`config.mk`:
```
export PLATFORM = sky130hd
export DESIGN_NAME = fetch_unit_mo
export DESIGN_NICKNAME = d
export VERILOG_FILES = /design/src/rtl/fetch_unit_mo.sv
export SDC_FILE = /design/constraint.sdc
export NUM_CORES = 1
export LEC_CHECK = 0
export ABC_AREA = 1
export CAP_MARGIN = 20
export CORE_MARGIN = 3
export CORE_UTILIZATION = 40
export DETAILED_ROUTE_END_ITERATION = 8
export SETUP_SLACK_MARGIN = 0.02
export SYNTH_ARGS = -nofsm -noshare
export SYNTH_HDL_FRONTEND = slang
export SYNTH_SLANG_ARGS = --single-unit
```
`constraint.sdc`:
```
create_clock -name clk -period 4.3 [get_ports clk]
set_input_delay 0.645 -clock clk [delete_from_list [all_inputs] [get_ports clk]]
set_output_delay 0.645 -clock clk [all_outputs]
set_load 0.02 [all_outputs]
```
`src/rtl/fetch_unit_mo.sv`:
```
// Instruction-fetch stage: issues in-order fetches on an SRAM-like bus, tracks in-flight
// requests, drops stale responses after redirects and queues instructions toward decode.
module fetch_unit_mo #(
  parameter logic [31:0] RESET_PC        = 32'h1c000000,
  parameter int          MAX_OUTSTANDING = 2,
  parameter int          IBUF_DEPTH      = 4,
  parameter int          BR_BUS_WD       = 33,
  parameter int          FS_TO_DS_BUS_WD = 65
) (
  input  logic                       clk,
  input  logic                       resetn,
  input  logic                       ds_allowin,
  input  logic [BR_BUS_WD-1:0]       br_bus,
  input  logic                       fs_flush_pipe,
  input  logic [31:0]                ws_to_fs_bus,
  output logic                       fs_to_ds_valid,
  output logic [FS_TO_DS_BUS_WD-1:0] fs_to_ds_bus,
  output logic                       inst_sram_req,
  output logic                       inst_sram_wr,
  output logic [3:0]                 inst_sram_wstrb,
  output logic [31:0]                inst_sram_wdata,
  output logic [1:0]                 inst_sram_size,
  output logic [31:0]                inst_sram_addr,
  input  logic                       inst_sram_addr_ok,
  input  logic                       inst_sram_data_ok,
  input  logic [31:0]                inst_sram_rdata
);

  // Handshakes: a request transfers on a cycle with req && addr_ok, and req/addr hold until
  // then; data_ok returns one response per cycle in request order; decode takes the head
  // entry on a cycle with fs_to_ds_valid && ds_allowin.

  localparam int IW = (IBUF_DEPTH > 1) ? $clog2(IBUF_DEPTH) : 1;
  localparam int PW = (MAX_OUTSTANDING > 1) ? $clog2(MAX_OUTSTANDING) : 1;
  localparam logic [7:0]    MAX_O   = 8'(MAX_OUTSTANDING);
  localparam logic [7:0]    DEPTH_C = 8'(IBUF_DEPTH);
  localparam logic [PW-1:0] PQ_LAST = PW'(MAX_OUTSTANDING - 1);

  logic        br_taken;
  logic [31:0] br_target;

  logic [31:0] pc;
  logic        req_q;
  logic        pend_v;
  logic        pend_flush;
  logic [31:0] pend_pc;
  logic [7:0]  inflight;
  logic [7:0]  discard_cnt;
  logic [7:0]  ibuf_cnt;
  logic        adef_stall;

  logic [FS_TO_DS_BUS_WD-1:0] ibuf_mem [IBUF_DEPTH];
  logic [IW-1:0]              ib_rd;
  logic [IW-1:0]              ib_wr;
  logic [31:0]                pq_mem [MAX_OUTSTANDING];
  logic [PW-1:0]              pq_rd;
  logic [PW-1:0]              pq_wr;

  logic                       redirect;
  logic [31:0]                redirect_pc;
  logic                       acc;
  logic                       hold;
  logic                       keep;
  logic                       adef_push;
  logic                       push;
  logic                       pop;
  logic [FS_TO_DS_BUS_WD-1:0] push_entry;
  logic [7:0]                 inflight_nx;
  logic [7:0]                 ibuf_cnt_nx;
  logic [7:0]                 discard_nx;
  logic                       adef_stall_nx;
  logic [31:0]                pc_nx;
  logic                       req_nx;
  logic                       pend_write;

  assign br_taken  = br_bus[32];
  assign br_target = br_bus[31:0];

  assign inst_sram_req   = req_q;
  assign inst_sram_addr  = pc;
  assign inst_sram_wr    = 1'b0;
  assign inst_sram_wstrb = 4'h0;
  assign inst_sram_wdata = 32'h0;
  assign inst_sram_size  = 2'h2;

  assign fs_to_ds_valid = (ibuf_cnt != 8'd0) & ~fs_flush_pipe;
  assign fs_to_ds_bus   = ibuf_mem[ib_rd];

  always_comb begin
    redirect    = fs_flush_pipe | br_taken;
    redirect_pc = fs_flush_pipe ? ws_to_fs_bus : br_target;
    acc         = req_q & inst_sram_addr_ok;
    hold        = req_q & ~inst_sram_addr_ok;

    // Responses owed to a pre-redirect path are the oldest ones, so a counter suffices.
    keep      = inst_sram_data_ok & (discard_cnt == 8'd0) & ~redirect;
    adef_push = (pc[1:0] != 2'b00) & ~req_q & ~adef_stall & (inflight == 8'd0) &
                (discard_cnt == 8'd0) & (ibuf_cnt < DEPTH_C) & ~redirect;
    push      = keep | adef_push;
    pop       = fs_to_ds_valid & ds_allowin & ~redirect;

    push_entry = adef_push ? FS_TO_DS_BUS_WD'({1'b1, 32'h0, pc})
                           : FS_TO_DS_BUS_WD'({1'b0, inst_sram_rdata, pq_mem[pq_rd]});

    inflight_nx = inflight + 8'(acc) - 8'(inst_sram_data_ok);
    ibuf_cnt_nx = redirect ? 8'd0 : (ibuf_cnt + 8'(push) - 8'(pop));

    if (redirect)
      discard_nx = inflight_nx + 8'(hold);
    else if (inst_sram_data_ok && (discard_cnt != 8'd0))
      discard_nx = discard_cnt - 8'd1;
    else
      discard_nx = discard_cnt;

    adef_stall_nx = ~redirect & (adef_stall | adef_push);

    // A held request keeps its address; the redirect waits in the pending slot.
    pend_write = hold & redirect & (fs_flush_pipe | ~pend_v | ~pend_flush);

    if (redirect && !hold)
      pc_nx = redirect_pc;
    else if (acc)
      pc_nx = pend_v ? pend_pc : pc + 32'd4;
    else
      pc_nx = pc;

    req_nx = hold |
             ((pc_nx[1:0] == 2'b00) & ~adef_stall_nx & (inflight_nx < MAX_O) &
              ((inflight_nx + ibuf_cnt_nx) < DEPTH_C));
  end

  always_ff @(posedge clk or negedge resetn) begin
    if (!resetn) begin
      pc          <= RESET_PC;
      req_q       <= 1'b0;
      pend_v      <= 1'b0;
      pend_flush  <= 1'b0;
      pend_pc     <= 32'h0;
      inflight    <= 8'd0;
      discard_cnt <= 8'd0;
      ibuf_cnt    <= 8'd0;
      adef_stall  <= 1'b0;
      ib_rd       <= '0;
      ib_wr       <= '0;
      pq_rd       <= '0;
      pq_wr       <= '0;
      for (int i = 0; i < IBUF_DEPTH; i++) ibuf_mem[i] <= '0;
      for (int i = 0; i < MAX_OUTSTANDING; i++) pq_mem[i] <= 32'h0;
    end else begin
      pc          <= pc_nx;
      req_q       <= req_nx;
      inflight    <= inflight_nx;
      discard_cnt <= discard_nx;
      ibuf_cnt    <= ibuf_cnt_nx;
      adef_stall  <= adef_stall_nx;

      if (pend_write) begin
        pend_v     <= 1'b1;
        pend_flush <= fs_flush_pipe;
        pend_pc    <= redirect_pc;
      end else if (!hold) begin
        pend_v <= 1'b0;
      end

      if (acc) begin
        pq_mem[pq_wr] <= pc;
        pq_wr         <= (pq_wr == PQ_LAST) ? '0 : pq_wr + PW'(1);
      end
      if (inst_sram_data_ok)
        pq_rd <= (pq_rd == PQ_LAST) ? '0 : pq_rd + PW'(1);

      if (redirect) begin
        ib_rd <= '0;
        ib_wr <= '0;
      end else begin
        if (push) begin
          ibuf_mem[ib_wr] <= push_entry;
          ib_wr           <= ib_wr + IW'(1);
        end
        if (pop)
          ib_rd <= ib_rd + IW'(1);
      end
    end
  end

endmodule
```
## Word-level counts from Yosys, hierarchy flattened

Index checks and enable logic that the tools add are counted.

- Register bits: 422
- Output and inout bits: 138
- Word-level logic and storage cells: 123

- $add $sub $neg: 12
- Magnitude comparators: 9
- Eq/ne operators: 1
- Multiplexer cells: 28
- Bitwise logic cells: 37
- Reduce and logical (&&, ||, !) cells: 16

Operators with widths:

| cell | number |
|---|---|
| 260-bit bitwise mux | 1 |
| 65-bit two-way mux | 4 |
| 32-bit two-way mux | 8 |
| 65-bit binary-select mux with 2-bit select | 1 |
| 65-bit demux with 2-bit select | 1 |
| 64-bit bitwise mux | 1 |
| 32-bit by 3-bit adder with 32-bit output, second input constant | 1 |
| 32-bit demux with 1-bit select | 1 |
| 8-bit by 1-bit adder with 8-bit output | 3 |
| 8-bit two-way mux | 3 |
| 1-bit AND | 19 |
| 8-bit zero test | 2 |
| 8-bit by 3-bit less-than comparator with 1-bit output, second input constant | 2 |
| 8-bit nonzero test | 2 |
| 8-bit by 1-bit subtractor with 8-bit output | 2 |
| 2-bit nonzero test | 5 |
| 8-bit adder | 1 |
| 8-bit by 2-bit less-than comparator with 1-bit output, second input constant | 1 |
| 2-bit two-way mux | 4 |
| 1-bit NOT | 8 |
| 8-bit by 1-bit subtractor with 8-bit output, second input constant | 1 |
| 3-bit greater-or-equal comparator, second input constant | 2 |
| 2-bit NOT with 3-bit output | 2 |
| 1-bit OR | 6 |
| 12 further kinds | 22 |

## Longest topological paths before layout

- Depth after elaboration: 15
- Mapped depth: 30
- Mapped depth without buffers: 30

## Worst setup path after synthesis

OpenSTA, ideal clock, no wires.

- Path type: input to register
- Start: input fs_flush_pipe
- End: register req_q, in the netlist inst_sram_req
- Library setup time: 121 ps
- Data arrival time: 3847 ps
- Data required time: 4179 ps
- Path slack: 332 ps
- Cell stages on the path: 28
- Buffers on the path: 1
- Path through: buf_6 -> nor2_8 -> nand3_1 -> nor2_1 -> nand3_2 -> nand2_2 -> inv_2 -> ha_1 -> inv_1 -> ha_1 -> fa_1 -> nand2_1 -> nand2_1 -> a21oi_1 -> o21ai_0 -> a21o_1 -> o21ai_0 -> a21oi_1 -> ha_1 -> inv_1 -> nor4_1 -> nand2_1 -> nand2_1 -> inv_1 -> nand2_1 -> nand2_1 -> nand3_1 -> nand2_1

- Cells in the longest elaborated chain, start to end: 11
- Elaborated cells between the ends (all ways): 25
- Those cells by class: add/sub: 3; order compare: 1; mux: 3; bitwise: 16; reduce/logical: 2

Ends and longest elaborated chain:

| item | line | source |
|---|---|---|
| from (decl) | 14 | `input logic fs_flush_pipe,` |
| 1-bit OR | 90 | `redirect = fs_flush_pipe \| br_taken;` |
| 1-bit NOT (no source line) | -- |  |
| 1-bit AND, on equally long branches | 96, 98 |  |
| 1-bit OR | 99 | `push = keep \| adef_push;` |
| 8-bit by 1-bit adder with 8-bit output | 106 | `ibuf_cnt_nx = redirect ? 8'd0 : (ibuf_cnt + 8'(push) - 8'(pop));` |
| 8-bit by 1-bit subtractor with 8-bit output | 106 |  |
| 8-bit two-way mux * | 106 |  |
| via ibuf_cnt_nx[6] | 69 | `logic [7:0] ibuf_cnt_nx;` |
| 8-bit adder * | 129 | `((inflight_nx + ibuf_cnt_nx) < DEPTH_C));` |
| 8-bit by 3-bit less-than comparator with 1-bit output * | 129 |  |
| 1-bit AND * | 128 | `((pc_nx[1:0] == 2'b00) & ~adef_stall_nx & (inflight_nx < MAX_O) &` |
| 1-bit OR * | 127 | `req_nx = hold \|` |
| via req_nx | 73 | `logic req_nx;` |
| to (signal assigned) | 151 | `req_q <= req_nx;` |
| to (decl) | 43 | `logic req_q;` |

The timed path passes the listed nets; every way through them passes the cells marked *.
A chain may end at the register's enable or synchronous reset.

## Worst setup path after layout

- Start: register discard_cnt[1]
- End: register req_q, in the netlist inst_sram_req

- Cells in the longest elaborated chain, start to end: 12
- Elaborated cells between the ends (all ways): 19
- Those cells by class: add/sub: 3; order compare: 1; mux: 1; bitwise: 13; reduce/logical: 1

Ends and longest elaborated chain:

| item | line | source |
|---|---|---|
| from (decl) | 48 | `logic [7:0] discard_cnt;` |
| from (signal assigned) | 153 | `discard_cnt <= discard_nx;` |
| 8-bit zero test * | 96, 98 |  |
| 1-bit AND | 97 | `adef_push = (pc[1:0] != 2'b00) & ~req_q & ~adef_stall & (inflight == 8'd0) &` |
| 1-bit AND (2 in series) | 98 | `(discard_cnt == 8'd0) & (ibuf_cnt < DEPTH_C) & ~redirect;` |
| 1-bit OR * | 99 |  |
| 8-bit by 1-bit adder with 8-bit output * | 106 |  |
| 8-bit by 1-bit subtractor with 8-bit output * | 106 |  |
| 8-bit two-way mux * | 106 |  |
| via ibuf_cnt_nx[6] | 69 |  |
| 8-bit adder * | 129 |  |
| 8-bit by 3-bit less-than comparator with 1-bit output * | 129 |  |
| 1-bit AND * | 128 |  |
| 1-bit OR * | 127 |  |
| via req_nx | 73 |  |

Marked as above.

==> out/results.txt <==
PnR worst setup slack -> 0.385 ns
Worst VDD drop -> 0.287 mV
DR vias/cell -> 5.22
Wire length on met2 -> 26900 um
IO Port Bufs -> 201
Area growth from synthesis to layout -> 19.8%
# Max-Cap Violations -> 0
R2r worst-path depth -> 27
Clock Pin Slew Worst Setup and Hold Paths -> 0.06 ns
Max Clk Rate -> 0.255 GHz
Seq/Total Area, Yosys -> 50.0%
Pre-CTS WS -> -0.415 ns
Synth cell types -> 49
Drt first pass iters -> 7
Flop pwr share -> 36.0%
Root Driver -> clkbuf_16
Top_reg_cell synth -> dfrtp_1
Post-Synthesis Cell Area -> 0.0211 mm^2
DRC errors left -> 0
Wire length per cell -> 17.1 um
Latest clock arrival within the worst-skew pair -> 0.58 ns
Post-layout power -> 12.0 mW
Startpoint Class -> register
Min cycle time layout -> 3.92 ns
Cell Count, Final, Fillers Out -> 3464
Yosys warning count -> 0
CP Data Required Time -> 4.76 ns
Switching part of the total power -> 33.3%
Post-Place Cells -> 3376
Top Layer Used -> met4
Reg-to-reg endpoint -> inst_sram_req
Core Util, Final -> 48.8%
Die height -> 236 um
Most common cell after layout, fill and taps aside -> nand2_1
CP max FO -> 3
Routed wire length -> 59100 um
Combinational share of power -> 29.8%
Post-route ant nets -> 0
Net Sw Power -> 3.99 mW
R2R Setup Slk -> 0.38 ns
Final setup viols -> 0
First-pass GRT wire length -> 96000 um
Die area -> 0.0556 mm^2
FFs w/ async S/R, synth -> 100%
Total CTS buffers -> 47
Synthesis-stage register bit count -> 422
Antenna cell count -> 0
Post-DP HPWL -> 39100 um
Hold Crit Class -> input pin to asynchronous set/reset pin
Worst Tran Pin Value -> 0.936 ns
GPL Wtd Cong -> 0.889
Commonest cells after routing, fill and taps aside -> nand2_1 (660), dfrtp_1 (417), o21ai_0 (283), o21ai_1 (245), nor2_1 (220)
Post-Syn Instances -> 2604
RSZ-0062 raised after global routing -> false
Clock tree buffer depth -> 3
Initial Util -> 40.8%
Clock share of power -> 34.2%
Final Hold Violating Endpoints -> 0
Leak -> 11.7 nW
Avg Inst Size Synth -> 8.11 um^2
DR vias -> 18100
Core area -> 0.0518 mm^2
Pint -> 8.00 mW
Vias in the first global route -> 17800
Final Cycle Share -> 91.1%
Top Ports -> 241
Initial antenna violation count -> 0
Global Route Usage Sum -> 21.0%
Fin. max-slew vios -> 0
Ratio of cells with drive above 1 in the final layout -> 7.36%
Final nets -> 2892
Clk sinks -> 422
Synth top area share -> 49.6%
CTS Hold Bufs -> 0
R2R Path Start -> discard_cnt[1]
CP endpoint kind -> register
Top cells by area, synth -> dfrtp_1 (50%), nand2_1 (12%), o21ai_0 (6.7%)
Synth area leader -> dfrtp_1
Number of flops mapped to enable cells by yosys -> 0
H-Tree Depth -> 2
Total congestion overflow -> 0
Slew headroom -> 37.6%
CTS tree -> yes
DR iter-0 viols -> 1475
Setup CP Type -> register to register
Met1 Wirelength -> 27500 um
Chip width -> 236 um
Outcome -> completed
Largest net degree at the start of global routing -> 100
Pwr dens -> 474 mW/mm^2
Row count -> 83
Routed wl met3 -> 3280 um
Worst Skew -> 0.0235 ns
Data arrival, critical path -> 4.37 ns
-- area by class of cell --
class | instances | area, um^2
clock buffers | 77 | 1450
clock inverters | 7 | 129
fillers | 5044 | 26500
inverters | 160 | 612
multi-input cells | 1863 | 9120
flip-flops and latches | 422 | 10600
well taps | 680 | 851
repair buffers | 255 | 2580
-- critical path, cell delays in order, from the launching register on --
cell and delay [ns]:
dfrtp_1 0.37, inv_1 0.09, ha_1 0.18, nand3_1 0.14, nor2_4 0.16, nand3_1 0.10, nand2_2 0.10, inv_2 0.04
ha_1 0.26, inv_1 0.04, ha_1 0.20, fa_2 0.35, nand2_1 0.06, nand2_1 0.06, a21oi_2 0.15, o21ai_0 0.10
a21o_1 0.17, o21ai_1 0.11, a21oi_1 0.07, ha_1 0.30, buf_4 0.13, buf_4 0.13, a31oi_1 0.15, nand2_1 0.08
nand3_1 0.08, nand2_1 0.05, nand3_1 0.07, nand2_1 0.04
-- registers in the layout (all words and copies together) (netlist names) --
register / count
ibuf_cnt: 8
pq_wr: 1
pq_mem: 64
pend_pc: 32
discard_cnt: 8
inst_sram_addr: 32
adef_stall: 1
inflight: 8
inst_sram_req: 1
ibuf_mem: 260
pend_v: 1
ib_rd: 2
pq_rd: 1
ib_wr: 2
pend_flush: 1
-- routing by layer --
layer  up-vias  track usage, %
met5         -               0
met4         0            6.08
met3        85            3.44
met1      8643            29.5
met2       499            33.5
li1       8869               -
-- repair_timing --
item / CTS / global route
resized for setup: 0 / 9
setup buffers: 0 / 2
endpoints found under the setup margin: 0 / 1
-- logic make-up (layout without fill, tap and decap cells) --
logic type	Yosys count	count (layout)	synth area share, %
xor gates and xnor gates	18	18	0.746
adders and majority gates	40	40	2.44
DFF	422	422	50.0
buffers and inverters	356	499	7.66
and+or+nand+nor	1009	1009	19.2
AOI/OAI and AO/OA	725	725	18.2
other	2	39	0.0356
muxes	32	32	1.71
-- power groups by stage --
stage	combinational, mW	clock [mW]	sequential, mW
global route	4.00	4.39	4.34
detailed placement	3.50	0	4.39
global placement	3.47	0	4.38
floorplan	2.17	0	4.36
finish	3.57	4.10	4.32
CTS	3.52	4.21	4.32
-- stage by stage --
stage          hold slack [ns]  setup TNS, ns  instance area (um^2)
4_1_cts                  0.108              0                 25200
6_report                0.0864              0                 25300
5_1_grt                  0.130              0                 25300
3_5_place_dp             0.467         -0.415                 23700
2_1_floorplan            0.349              0                 21300
3_3_place_gp             0.460         -0.319                 23700
-- synth_stat cells, drive strengths merged, types with 2 or more instances --
| cell | instances |
|---|---|
| nor2 | 231 |
| nor3 | 15 |
| buf | 107 |
| o221ai | 3 |
| dfstp | 3 |
| a31oi | 15 |
| o22ai | 66 |
| dfrtp | 419 |
| a21oi | 76 |
| nand4 | 15 |
| nand2 | 663 |
| mux2 | 32 |
| clkbuf | 89 |
| conb | 2 |
| fa | 2 |
| inv | 159 |
| nand3 | 72 |
| xor2 | 16 |
| o211ai | 30 |
| ha | 38 |
| xnor2 | 2 |
| or2 | 6 |
| o21ai | 528 |
| nor4 | 3 |
-- worst max-delay path by stage --
stage                    from             to  depth (start not counted)
5_1_grt           ibuf_cnt[2]  inst_sram_req                         28
4_1_cts        discard_cnt[0]  inst_sram_req                         28
2_1_floorplan   fs_flush_pipe  inst_sram_req                         28
3_3_place_gp       br_bus[32]  inst_sram_req                         28
3_5_place_dp       br_bus[32]  inst_sram_req                         28
6_report       discard_cnt[1]  inst_sram_req                         27
No activity file was read; power rests on OpenSTA's default activity.
